File: config.mk
export PLATFORM = sky130hd
export DESIGN_NAME = hv_bist_seq_ctrl
export DESIGN_NICKNAME = d
export VERILOG_FILES = /design/src/rtl/hv_bist_seq_ctrl.sv
export SDC_FILE = /design/constraint.sdc
export NUM_CORES = 1
export LEC_CHECK = 0
export BUFFER_PORTS_ARGS = -buffer_cell sky130_fd_sc_hd__buf_2
export CAP_MARGIN = 5
export CELL_PAD_IN_SITES_DETAIL_PLACEMENT = 0
export CELL_PAD_IN_SITES_GLOBAL_PLACEMENT = 2
export CORE_ASPECT_RATIO = 0.75
export CORE_MARGIN = 4
export CORE_UTILIZATION = 31
export DETAILED_ROUTE_END_ITERATION = 10
export PLACE_DENSITY_LB_ADDON = 0.1
export RECOVER_POWER = 50
export SYNTH_ARGS = -nofsm -noshare
export SYNTH_HDL_FRONTEND = slang
export SYNTH_SLANG_ARGS = --single-unit
File: constraint.sdc
create_clock -name i_clk -period 1.7 [get_ports i_clk]
set_input_delay 0.255 -clock i_clk [delete_from_list [all_inputs] [get_ports i_clk]]
set_output_delay 0.255 -clock i_clk [all_outputs]
set_load 0.05 [all_outputs]
File: src/rtl/hv_bist_seq_ctrl.sv
// hv_bist_seq_ctrl
// HV-side BIST sequencer. It enables hv_abist, waits for the lbist-enable
// hand-off, launches logic BIST, and collects the results of both phases.
// Both phases have timeouts, and an abort path ends a run early.
//
// Optional build macro: HV_BIST_RETRY_EN
//   When it is defined, a failed run is repeated through a GAP state, up to
//   RETRY_NUM times. When it is undefined, the GAP state and the retry logic
//   are not built, and o_retry_cnt is tied to 0.
//
// state   | meaning
// --------+-------------------------------------------------------------
// IDLE    | waiting for i_bist_req, o_bist_en low
// ABIST   | hv_abist enabled, waiting for i_lbist_en or analog timeout
// LBIST   | logic BIST launched, waiting for i_lbist_done or timeout
// EVAL    | one cycle to decide pass / retry / fail
// GAP     | o_bist_en held low so hv_abist restarts cleanly (retry only)
// DONE    | one-cycle completion pulse, then back to IDLE
module hv_bist_seq_ctrl #(
  parameter int CLK_M        = 48,
  parameter int ABIST_TMO_US = 100,
  parameter int LBIST_TMO_US = 20,
  parameter int GAP_CYC      = 4,
  parameter int RETRY_NUM    = 2
) (
  input  logic       i_clk,
  input  logic       i_rst,
  input  logic       i_bist_req,
  input  logic       i_bist_abort,
  output logic       o_bist_en,
  input  logic       i_lbist_en,
  input  logic [5:0] i_abist_status,
  output logic       o_lbist_start,
  input  logic       i_lbist_done,
  input  logic       i_lbist_pass,
  output logic       o_busy,
  output logic       o_done,
  output logic       o_pass,
  output logic       o_abort,
  output logic [7:0] o_fail_vec,
  output logic [1:0] o_retry_cnt
);

  localparam int ABIST_TMO_CYC = ABIST_TMO_US * CLK_M;
  localparam int LBIST_TMO_CYC = LBIST_TMO_US * CLK_M;
  localparam int CNT_MAX_AL    = (ABIST_TMO_CYC > LBIST_TMO_CYC) ? ABIST_TMO_CYC : LBIST_TMO_CYC;
  localparam int CNT_MAX       = (CNT_MAX_AL > GAP_CYC) ? CNT_MAX_AL : GAP_CYC;
  localparam int CNT_W         = $clog2(CNT_MAX + 1);

  localparam logic [CNT_W-1:0] ABIST_LAST = CNT_W'(ABIST_TMO_CYC - 1);
  localparam logic [CNT_W-1:0] LBIST_LAST = CNT_W'(LBIST_TMO_CYC - 1);

  localparam logic [2:0] S_IDLE  = 3'd0;
  localparam logic [2:0] S_ABIST = 3'd1;
  localparam logic [2:0] S_LBIST = 3'd2;
  localparam logic [2:0] S_EVAL  = 3'd3;
  localparam logic [2:0] S_DONE  = 3'd4;
`ifdef HV_BIST_RETRY_EN
  localparam logic [2:0] S_GAP   = 3'd5;

  localparam logic [CNT_W-1:0] GAP_LAST  = CNT_W'(GAP_CYC - 1);
  localparam logic [1:0]       RETRY_MAX = 2'(RETRY_NUM);
`endif

  // A zero-length gap, or a retry limit that does not fit the 2-bit
  // o_retry_cnt, would break the retry sequence.
  if (GAP_CYC < 1 || RETRY_NUM < 0 || RETRY_NUM > 3) begin : g_param_check
    $error("hv_bist_seq_ctrl: GAP_CYC must be >= 1 and RETRY_NUM must be 0..3");
  end

  logic [2:0]       state_q, state_d;
  logic [CNT_W-1:0] cnt_q, cnt_d;
  logic [7:0]       fail_vec_q, fail_vec_d;
  logic             abort_q, abort_d;
  logic             pass_q, pass_d;
  logic             done_q, done_d;
  logic             bist_en_q, bist_en_d;
  logic             lbist_start_q, lbist_start_d;
  logic             busy_q, busy_d;
  logic             abort_go;
  logic             timed;
`ifdef HV_BIST_RETRY_EN
  logic [1:0]       retry_cnt_q, retry_cnt_d;
`endif

  // Next-state, result latching and registered-output decode.
  always_comb begin
    state_d    = state_q;
    fail_vec_d = fail_vec_q;
    abort_d    = abort_q;
    pass_d     = pass_q;
    abort_go   = 1'b0;
`ifdef HV_BIST_RETRY_EN
    retry_cnt_d = retry_cnt_q;
`endif

    case (state_q)
      S_IDLE: begin
        // A request that arrives together with an abort is dropped.
        if (i_bist_req && !i_bist_abort) begin
          state_d    = S_ABIST;
          fail_vec_d = 8'h00;
          abort_d    = 1'b0;
          pass_d     = 1'b0;
`ifdef HV_BIST_RETRY_EN
          retry_cnt_d = 2'd0;
`endif
        end
      end
      S_ABIST: begin
        if (i_bist_abort) begin
          abort_go = 1'b1;
        end else if (i_lbist_en) begin
          fail_vec_d[5:0] = i_abist_status;
          state_d         = S_LBIST;
        end else if (cnt_q == ABIST_LAST) begin
          fail_vec_d[5:0] = i_abist_status;
          fail_vec_d[6]   = 1'b1;
          state_d         = S_EVAL;
        end
      end
      S_LBIST: begin
        // When done and the timeout land in the same cycle, the reported
        // result from done is used.
        if (i_bist_abort) begin
          abort_go = 1'b1;
        end else if (i_lbist_done) begin
          fail_vec_d[7] = ~i_lbist_pass;
          state_d       = S_EVAL;
        end else if (cnt_q == LBIST_LAST) begin
          fail_vec_d[7] = 1'b1;
          state_d       = S_EVAL;
        end
      end
      S_EVAL: begin
        if (i_bist_abort) begin
          abort_go = 1'b1;
        end else if (fail_vec_q == 8'h00) begin
          state_d = S_DONE;
`ifdef HV_BIST_RETRY_EN
        end else if (retry_cnt_q < RETRY_MAX) begin
          state_d     = S_GAP;
          retry_cnt_d = retry_cnt_q + 2'd1;
`endif
        end else begin
          state_d = S_DONE;
        end
      end
`ifdef HV_BIST_RETRY_EN
      S_GAP: begin
        if (i_bist_abort) begin
          abort_go = 1'b1;
        end else if (cnt_q == GAP_LAST) begin
          fail_vec_d = 8'h00;
          state_d    = S_ABIST;
        end
      end
`endif
      S_DONE: state_d = S_IDLE;
      default: state_d = S_IDLE;
    endcase

    // An abort keeps whatever partial result has been latched so far.
    if (abort_go) begin
      state_d = S_DONE;
      abort_d = 1'b1;
    end

    if (state_d == S_DONE && state_q != S_DONE) begin
      pass_d = (fail_vec_d == 8'h00) && !abort_d;
    end

`ifdef HV_BIST_RETRY_EN
    timed = (state_q == S_ABIST) || (state_q == S_LBIST) || (state_q == S_GAP);
`else
    timed = (state_q == S_ABIST) || (state_q == S_LBIST);
`endif
    if (state_d != state_q) begin
      cnt_d = '0;
    end else if (timed) begin
      cnt_d = cnt_q + CNT_W'(1);
    end else begin
      cnt_d = cnt_q;
    end

    // Outputs are decoded from the next state so that they line up with the
    // state register.
    bist_en_d     = (state_d == S_ABIST) || (state_d == S_LBIST);
    lbist_start_d = (state_d == S_LBIST) && (state_q != S_LBIST);
    busy_d        = (state_d != S_IDLE);
    done_d        = (state_d == S_DONE);
  end

  // State, counter, result and output registers; an async reset clears everything.
  always_ff @(posedge i_clk or posedge i_rst) begin
    if (i_rst) begin
      state_q       <= S_IDLE;
      cnt_q         <= '0;
      fail_vec_q    <= 8'h00;
      abort_q       <= 1'b0;
      pass_q        <= 1'b0;
      done_q        <= 1'b0;
      bist_en_q     <= 1'b0;
      lbist_start_q <= 1'b0;
      busy_q        <= 1'b0;
    end else begin
      state_q       <= state_d;
      cnt_q         <= cnt_d;
      fail_vec_q    <= fail_vec_d;
      abort_q       <= abort_d;
      pass_q        <= pass_d;
      done_q        <= done_d;
      bist_en_q     <= bist_en_d;
      lbist_start_q <= lbist_start_d;
      busy_q        <= busy_d;
    end
  end

`ifdef HV_BIST_RETRY_EN
  // Retry counter register.
  always_ff @(posedge i_clk or posedge i_rst) begin
    if (i_rst) begin
      retry_cnt_q <= 2'd0;
    end else begin
      retry_cnt_q <= retry_cnt_d;
    end
  end

  assign o_retry_cnt = retry_cnt_q;
`else
  assign o_retry_cnt = 2'd0;
`endif

  assign o_bist_en     = bist_en_q;
  assign o_lbist_start = lbist_start_q;
  assign o_busy        = busy_q;
  assign o_done        = done_q;
  assign o_pass        = pass_q;
  assign o_abort       = abort_q;
  assign o_fail_vec    = fail_vec_q;

endmodule

; Word-level counts from Yosys, hierarchy flattened
; Index checks and enable logic that the tools add are counted.
[classes]
reduce_logical = 16
addsub = 1
n_eq_ne = 11
muxes = 30
bitwise_logic = 1
[op_table]
columns = operator, n
row1 = 2-to-1 mux 3 bit, 9
row2 = 2-to-1 mux 13 bit, 2
row3 = 2-to-1 mux 7 bit, 2
row4 = one-hot mux 7 bit (2 select lines), 1
row5 = adder 13 x 1 -> 13 bit (second input constant), 1
row6 = == test 13 x 10 -> 1 bit (second input constant), 1
row7 = == test 13 bit (second input constant), 1
row8 = 2-to-1 mux 1 bit, 12
row9 = one-hot mux 3 bit (4 select lines), 1
row10 = == test 3 x 2 -> 1 bit (second input constant), 3
row11 = logical NOT 8 bit, 1
row12 = 2-to-1 mux 8 bit, 1
row13 = == test 3 x 1 -> 1 bit (second input constant), 2
row14 = 2-to-1 mux 6 bit, 1
row15 = nonzero test 2 bit, 3
row16 = logical AND 1 bit, 4
row17 = == test 3 bit (second input constant), 1
row18 = logical NOT 3 bit, 1
row19 = != test 3 x 2 -> 1 bit (second input constant), 1
row20 = != test 3 bit, 1
row21 = != test 3 bit (second input constant), 1
row22 = nonzero test 3 bit, 1
row23 = OR reduction 3 bit, 1
row24 = logical NOT 1 bit, 2
row25 = other kinds (4), 5
[totals]
output_inout_bits = 16
register_bits = 30
inputBits = 13
word_cells = 68

; Depth between registers and ports, before layout
; Gate-level depths: netlist of run 1.
[depth]
word_depth = 10
depth_mapped = 7
ltp_nobuf = 6

; Worst setup path after synthesis of run 1
; Ideal clock, no wire load.
[synth_timing]
path_kind = flip-flop to flip-flop
startpoint = register cnt_q[10]
endpoint = register pass_q (netlist: o_pass)
path_buffers = 0
path_stages_with_launch = 6
setup_slack_ns = -0.204
required_ns = 1.605
period_less_slack_ns = 1.904
arrival_time_ns = 1.808
setup_time_ns = 0.095
cell_sequence = dfrtp_1 > or4b_4 > nor4_4 > o21ai_4 > mux2i_2 > o31ai_1
[synth_via]
elab_cells_between_ends = 27
cone_classes = eq/ne (3) / mux (18) / reduce/logical (6)
[synth_rtl]
columns = element, line
row1 = "start, declared", 72  ; logic [CNT_W-1:0] cnt_q, cnt_d;
row2 = "start signal, assigned", 208  ; cnt_q <= cnt_d;
row3 = == test 13 bit, 116  ; end else if (cnt_q == ABIST_LAST) begin
row4 = 2-to-1 mux 7 bit, 116
row5 = 2-to-1 mux 6 bit, 113  ; end else if (i_lbist_en) begin
row6 = 2-to-1 mux 7 bit, 111  ; if (i_bist_abort) begin
row7 = one-hot mux 7 bit (2 select lines), 97  ; case (state_q)
row8 = net fail_vec_d[2], 73  ; logic [7:0] fail_vec_q, fail_vec_d;
row9 = logical NOT 8 bit, 170  ; pass_d = (fail_vec_d == 8'h00) && !abort_d;
row10 = logical AND 1 bit, 170
row11 = 2-to-1 mux 1 bit, 169  ; if (state_d == S_DONE && state_q != S_DONE) begin
row12 = "end signal, assigned", 211  ; pass_q <= pass_d;
row13 = "end, declared", 75  ; logic pass_q, pass_d;
; The timed path passes the listed nets, and every way through them passes these cells.
; A chain may end at the register's enable or synchronous reset.

; Worst setup path in the final report of run 1
[layout_timing]
startpoint = register cnt_q[11]
endpoint = register pass_q (netlist: o_pass)
; The elaborated chain is that of the path after synthesis.

==> out/metrics.yaml, run 1 <==
outcome:
  status: "finished with violations"
  violations: "setup timing"
place:
  portBuffers: 26
  dp_hpwl_mm: 3.31
  place_congestion: 0.835
  post-place-ws_ps: -258
timing:
  fmax_mhz: 532
  finalHoldViolCount: 0
  fin_skew_ps: 5.05
  post-route-min-period_ps: 1880
  fin_ws_ps: -179
  max-slew-margin-rel_pct: 48.1
  setup_violations: 23
  slew_viol_final: 0
  rsz0062_at_grt: "true"
  min_period_over_period_pct: 111
  hold_slack_ps: 175
  tightest_slew_ps: 778
power_and_ir_drop:
  seqPwrFrac_pct: 36.7
  swShare_pct: 37.7
  power_frac_comb_pct: 37.2
  p_per_area_nw_per_um2: 955
  p_clk_share_pct: 26.1
  ir_drop_v: 0.000624
  switching_power_uw: 877
  report.power.total_uw: 2330
  p_int_uw: 1450
  p_leak_uw: 0.00121
final_layout:
  fillers: 488
  area_delta_synth_final_pct: 46.4
  insertedDiodeCount: 0
  multiInputGateArea_sq_um: 942
  final_common_cell: "buf_4"
  final_core_util_pct: 48.4
  fin_nets: 257
  drive_gt1_share_pct: 47.1
  final_cell_mix: "buf_4, dfrtp_1, buf_2"
  register_area_sq_um: 752
die:
  placementRows: 22
  start_util_pct: 33.1
  die_h_um: 71.5
  die-area_sq_um: 6620
  die_w_um: 92.6
  io_pins: 29
  coreArea_sq_um: 5040
setup_path:
  crit_type: "flip-flop to flip-flop"
  critPathMaxFanout: 6
  r2r_slack_ps: -180
  worst_path_max_delay_cell: "or4b_4"
  worst_ep_required_time_ps: 1890
  worstPathCellList: "or4b_4 > nor4_4 > o21ai_4 > mux2i_2 > o31ai_1"
  max_stage_delay_ps: 560
  r2r-start: "cnt_q[11]"
  r2r_cells: 5
  worstSetupStartpointType: "flip-flop"
  cp.arrival_ps: 2070
  cp-end-kind: "flip-flop"
  rr_endpoint: "o_pass"
global_route:
  antenna_found_initial: 0
  grt_pass1_wl_mm: 7.78
  grt_pass1_vias: 1566
  grt-ovfl-total: 0
  grt_util_all_layers_pct: 14.8
  grt_max_degree: 31
routing:
  drc_errors: 0
  ant_nets: 0
  avgViaCountPerCell: 4.87
  wl_per_cell_um: 14.3
  drtIter0Drc: 48
  first_pass_iters: 5
  wl_mm: 4.52
  num_vias: 1538
clock_tree:
  cts_tree: "done"
  clk_path_buf_depth: 2
  cts.clk_slew.worst_paths_ps: 70
  cts.sinks: 30
  cts_max_level: 2
  holdBufCountCts: 0
  numCtsBuffers: 5
  clock-root-buffer: "clkbuf_8"
  insertion_delay_ps: 280
synthesis:
  synth_seq_cells: 30
  yosysSeqAreaShare_pct: 45.1
  syn_area_sq_um: 1670
  synth_warnings: 0
  synthArstFlopShare_pct: 100
  ys_types: 52
  avgSynthCellArea_sq_um: 9.80
  synth_edf_count: 0
  synth-main-ff-cell: "dfrtp_1"
  synth_cells: 170
job:
  cap_viol_max_count: 0
worst_hold_path:
  hold_class: "input port to async pin"
==> cells in the mapped netlist (all sizes together), types with 3 or more instances <==
library cell  number  area (sq um)
nand3              9          45.0
nand4              5          31.3
inv                9          33.8
nand2b             4          25.0
a21oi              5          25.0
nor3              16          85.1
buf                9          53.8
nor4               3          33.8
nand2             14          55.1
mux2i              3          33.8
dfrtp             30           751
o21a               3          22.5
xor2              10          87.6
nor2               7          26.3
o21ai              8          51.3
==> layer usage <==
metal | track usage (%) | vias to the layer above | routed length [um]
met4 | 5.04 | 0 | 44
met2 | 21.3 | 37 | 2020
met1 | 21.1 | 748 | 2220
met5 | 0 | - | 0
met3 | 4.41 | 6 | 237
li1 | - | 747 | -
==> worst max path at each step <==
stage | endpoint | cells after the start | slack (ps) | from
floorplan | cnt_q[5] | 6 | -130 | cnt_q[11]
global placement | cnt_q[8] | 7 | -240 | state_q[1]
detailed placement | cnt_q[3] | 8 | -260 | cnt_q[0]
CTS | o_pass | 5 | -190 | cnt_q[11]
global route | o_pass | 5 | -290 | cnt_q[11]
finish | o_pass | 5 | -180 | cnt_q[11]
==> stage by stage <==
| stage | instance area [sq um] | setup TNS (ps) | instances |
|---|---|---|---|
| floorplan | 1710 | -1490 | 171 |
| global placement | 2220 | -3390 | 303 |
| detailed placement | 2220 | -3610 | 303 |
| CTS | 2390 | -2850 | 314 |
| global route | 2440 | -5070 | 316 |
| finish | 2440 | -2830 | 316 |
==> critical path: cells and delay by family (launching register included) <==
family,cells,cell delay [ps]
simple gates,2,810
compound gates,2,410
flops,1,380
mux,1,180
==> cell families after synthesis <==
kind of cell	after synthesis	synth area share, %
mux	3	2.03
other cells	1	0.225
buf+inv	19	5.48
simple gates	70	24.6
xor+xnor	12	6.31
compound gates	34	15.6
flops	30	45.1
fa+ha+maj	1	0.751
==> final cells by class <==
type,count,share of cell area [%]
multi-input combinational,122,38.7
sequential,30,30.9
timing repair buffer,75,21.7
tap,72,3.70
clock buffer,7,3.54
inverter,9,1.39
clock inverter,1,0.205
==> power groups by stage <==
stage               registers (uW)  logic, uW  clock network, uW
finish                         854        866                607
global route                   866        941                668
CTS                            856        849                639
detailed placement             868        821                  0
global placement               866        806                  0
floorplan                     1030        342                  0
==> sequential cells by signal, indices dropped and copies added, names as in the netlist <==
signal,flops
o_abort,1
o_bist_en,1
o_fail_vec,8
o_done,1
o_lbist_start,1
o_pass,1
state_q,3
o_busy,1
cnt_q,13
==> repair_timing <==
action	CTS	global route
endpoints found under the setup margin	24	26
resized for setup	13	7
pin swaps	2	3
buffers inserted	3	2
Power figures use the tool's default switching activity.
==> run 2: changes to the inputs <==
--- a/config.mk
+++ b/config.mk
@@ -5,13 +5,14 @@
 export SDC_FILE = /design/constraint.sdc
 export NUM_CORES = 1
 export LEC_CHECK = 0
+export ABC_AREA = 1
 export BUFFER_PORTS_ARGS = -buffer_cell sky130_fd_sc_hd__buf_2
 export CAP_MARGIN = 5
 export CELL_PAD_IN_SITES_DETAIL_PLACEMENT = 0
 export CELL_PAD_IN_SITES_GLOBAL_PLACEMENT = 2
 export CORE_ASPECT_RATIO = 0.75
 export CORE_MARGIN = 4
-export CORE_UTILIZATION = 31
+export CORE_UTILIZATION = 29
 export DETAILED_ROUTE_END_ITERATION = 10
 export PLACE_DENSITY_LB_ADDON = 0.1
 export RECOVER_POWER = 50
==> run 2 against run 1 <==
Effect of this change: the run still ends with setup timing left; core utilization fell by 5.4 points; register-to-register slack gained 180 ps; sequential power up 17%; die area is 6.9% higher; final area down 3.6%; sequential share of layout area up 1.3 points; hold slack improved by 14 ps; critical path type unchanged; largest cell class unchanged.
==> out/metrics.yaml, run 2 <==
timing:
  rsz0062_at_grt: "true"
  hold_slack_ps: 190
  fmax_mhz: 587
  finalSetupTns_ps: -4.51
  slew_viol_final: 0
  fin_skew_ps: 5.49
  max-slew-margin-rel_pct: 48.2
  tightest_slew_ps: 777
  min_period_over_period_pct: 100
  post-route-min-period_ps: 1700
  fin_ws_ps: -4.26
  setup_violations: 2
  finalHoldViolCount: 0
setup_path:
  cp.arrival_ps: 1870
  cp-end-kind: "flip-flop"
  worstSetupStartpointType: "flip-flop"
  worstPathCellList: "ha_2 > nand3_2 > nor2_2 > nand2_2 > nand2_4 > nand2_8 > and3_4 > o211ai_4 > clkbuf_16 > nor2_1"
  critPathMaxFanout: 8
  crit_type: "flip-flop to flip-flop"
  r2r_slack_ps: -4
  rr_endpoint: "cnt_q[11]"
  max_stage_delay_ps: 370
  worst_ep_required_time_ps: 1870
  r2r-start: "cnt_q[1]"
  r2r_cells: 10
  worst_path_max_delay_cell: "dfrtp_1"
place:
  portBuffers: 26
  dp_hpwl_mm: 3.18
  place_congestion: 0.777
  place_inst: 336
  post-place-ws_ps: -81.3
synthesis:
  yosysSeqAreaShare_pct: 44.7
  synth_seq_cells: 30
  synth_top_area_share_pct: 44.7
  ys_types: 30
  synth_most_common_cell: "nand2_1"
  synthArstFlopShare_pct: 100
  synth-main-ff-cell: "dfrtp_1"
  avgSynthCellArea_sq_um: 7.91
  synthTopCellsByArea: "dfrtp_1, nand2_1, nand3_1, inv_1, nor2_1"
  synth_cells: 212
  syn_area_sq_um: 1680
  yosys.area.top_type: "dfrtp_1"
  synth_edf_count: 0
  synth_common_cells: "nand2_1, dfrtp_1, inv_1"
  synth_warnings: 0
global_route:
  antenna_found_initial: 0
  grt_pass1_vias: 1443
  grt_util_all_layers_pct: 13.3
  grt-ovfl-total: 0
  grt_pass1_wl_mm: 7.09
  grt_max_degree: 31
final_layout:
  largest_reg_flops: 13
  top_register: "cnt_q"
  final_core_util_pct: 43.0
  area_delta_synth_final_pct: 40.0
  insertedDiodeCount: 0
  fin_nets: 287
  drive_gt1_share_pct: 42.1
  final_common_cell: "nand2_1"
  finalNonFillerCells: 348
  final_cell_mix: "nand2_1, inv_1, dfrtp_1"
routing:
  first_pass_iters: 4
  num_vias: 1516
  drtIter0Drc: 67
  wl_per_cell_um: 12.6
  drc_errors: 0
  ant_nets: 0
  wl_mm: 4.39
  avgViaCountPerCell: 4.36
power_and_ir_drop:
  seqPwrFrac_pct: 26.4
  swShare_pct: 46.9
  p_int_uw: 2010
  p_per_area_nw_per_um2: 1610
  power_frac_comb_pct: 59.4
  p_clk_share_pct: 14.2
  ir_drop_v: 0.000658
  switching_power_uw: 1780
  p_leak_uw: 0.00120
die:
  io_pins: 29
  placementRows: 23
  die-area_sq_um: 7080
  die_h_um: 73.9
  die_w_um: 95.8
  start_util_pct: 30.7
  coreArea_sq_um: 5470
clock_tree:
  cts.clk_slew.worst_paths_ps: 60
  cts.sinks: 30
  cts_max_level: 2
  clock-root-buffer: "clkbuf_8"
  insertion_delay_ps: 270
  holdBufCountCts: 0
  numCtsBuffers: 5
  clk_path_buf_depth: 2
  cts_tree: "done"
job:
  cap_viol_max_count: 0
worst_hold_path:
  hold_class: "input port to async pin"
outcome:
  violations: "setup timing"
  status: "finished with violations"
-- run 2: area by class of cell --
type,instances,area (sq um)
multi-input cells,146,908
well taps,75,93.8
fillers,591,3120
clock buffers,7,76.3
repair buffers,56,387
inverters,34,130
flip-flops and latches,30,754
-- run 2: worst max path at each step --
| stage | slack [ps] | startpoint | to |
|---|---|---|---|
| floorplan | 9 | cnt_q[0] | cnt_q[11] |
| global placement | -10 | cnt_q[1] | o_bist_en |
| detailed placement | -80 | cnt_q[1] | o_bist_en |
| CTS | 3 | cnt_q[1] | o_bist_en |
| global route | -100 | cnt_q[1] | cnt_q[11] |
| finish | -4 | cnt_q[1] | cnt_q[11] |
-- run 2: logic make-up (layout without fill, tap and decap cells) --
kind of cell	count (synthesis)	in the layout	synth area share (%)
buffers and inverters	37	97	9.32
xor gates and xnor gates	4	4	2.09
adders and majority gates	1	1	0.746
other	1	2	0.223
AOI/OAI and AO/OA	19	19	7.16
and+or+nand+nor	120	120	35.7
DFF	30	30	44.7
-- run 2: power by group through the flow --
stage               combinational (uW)  clock [uW]  sequential (uW)
floorplan                          801           0             1410
global placement                  1890           0             1000
detailed placement                1870           0              999
CTS                               1890         563              987
global route                      2430         601             1010
finish                            2250         538              998
-- run 2: what timing repair did --
action,4_1_cts,5_1_grt
resized for setup,5,34
setup buffers,0,4
pin swaps,2,8
endpoints found under the setup margin,16,18
gates cloned,0,1
-- run 2: metrics by stage --
step	cell area (sq um)	total power, uW
final	2350	3780
after global routing	2350	4040
after CTS	2170	3440
after detailed placement	2080	2870
after global placement	2080	2890
after floorplan	1680	2210
-- run 2: per-layer routing --
metal | up-vias | GRT usage [%] | wire length, um
li1 | 795 | - | -
met5 | - | 0 | 0
met4 | 0 | 3.79 | 44
met2 | 30 | 17.0 | 1750
met1 | 686 | 21.1 | 2420
met3 | 5 | 3.48 | 181
-- run 2: worst max-delay path: cells and delay by family, from the launching register on --
| kind | cells | cell delay (ps) |
|---|---|---|
| AO/OA/AOI/OAI | 1 | 110 |
| adder cells (fa/ha/maj) | 1 | 190 |
| buffers and inverters | 1 | 200 |
| flip-flops | 1 | 370 |
| AND/OR/NAND/NOR | 7 | 710 |
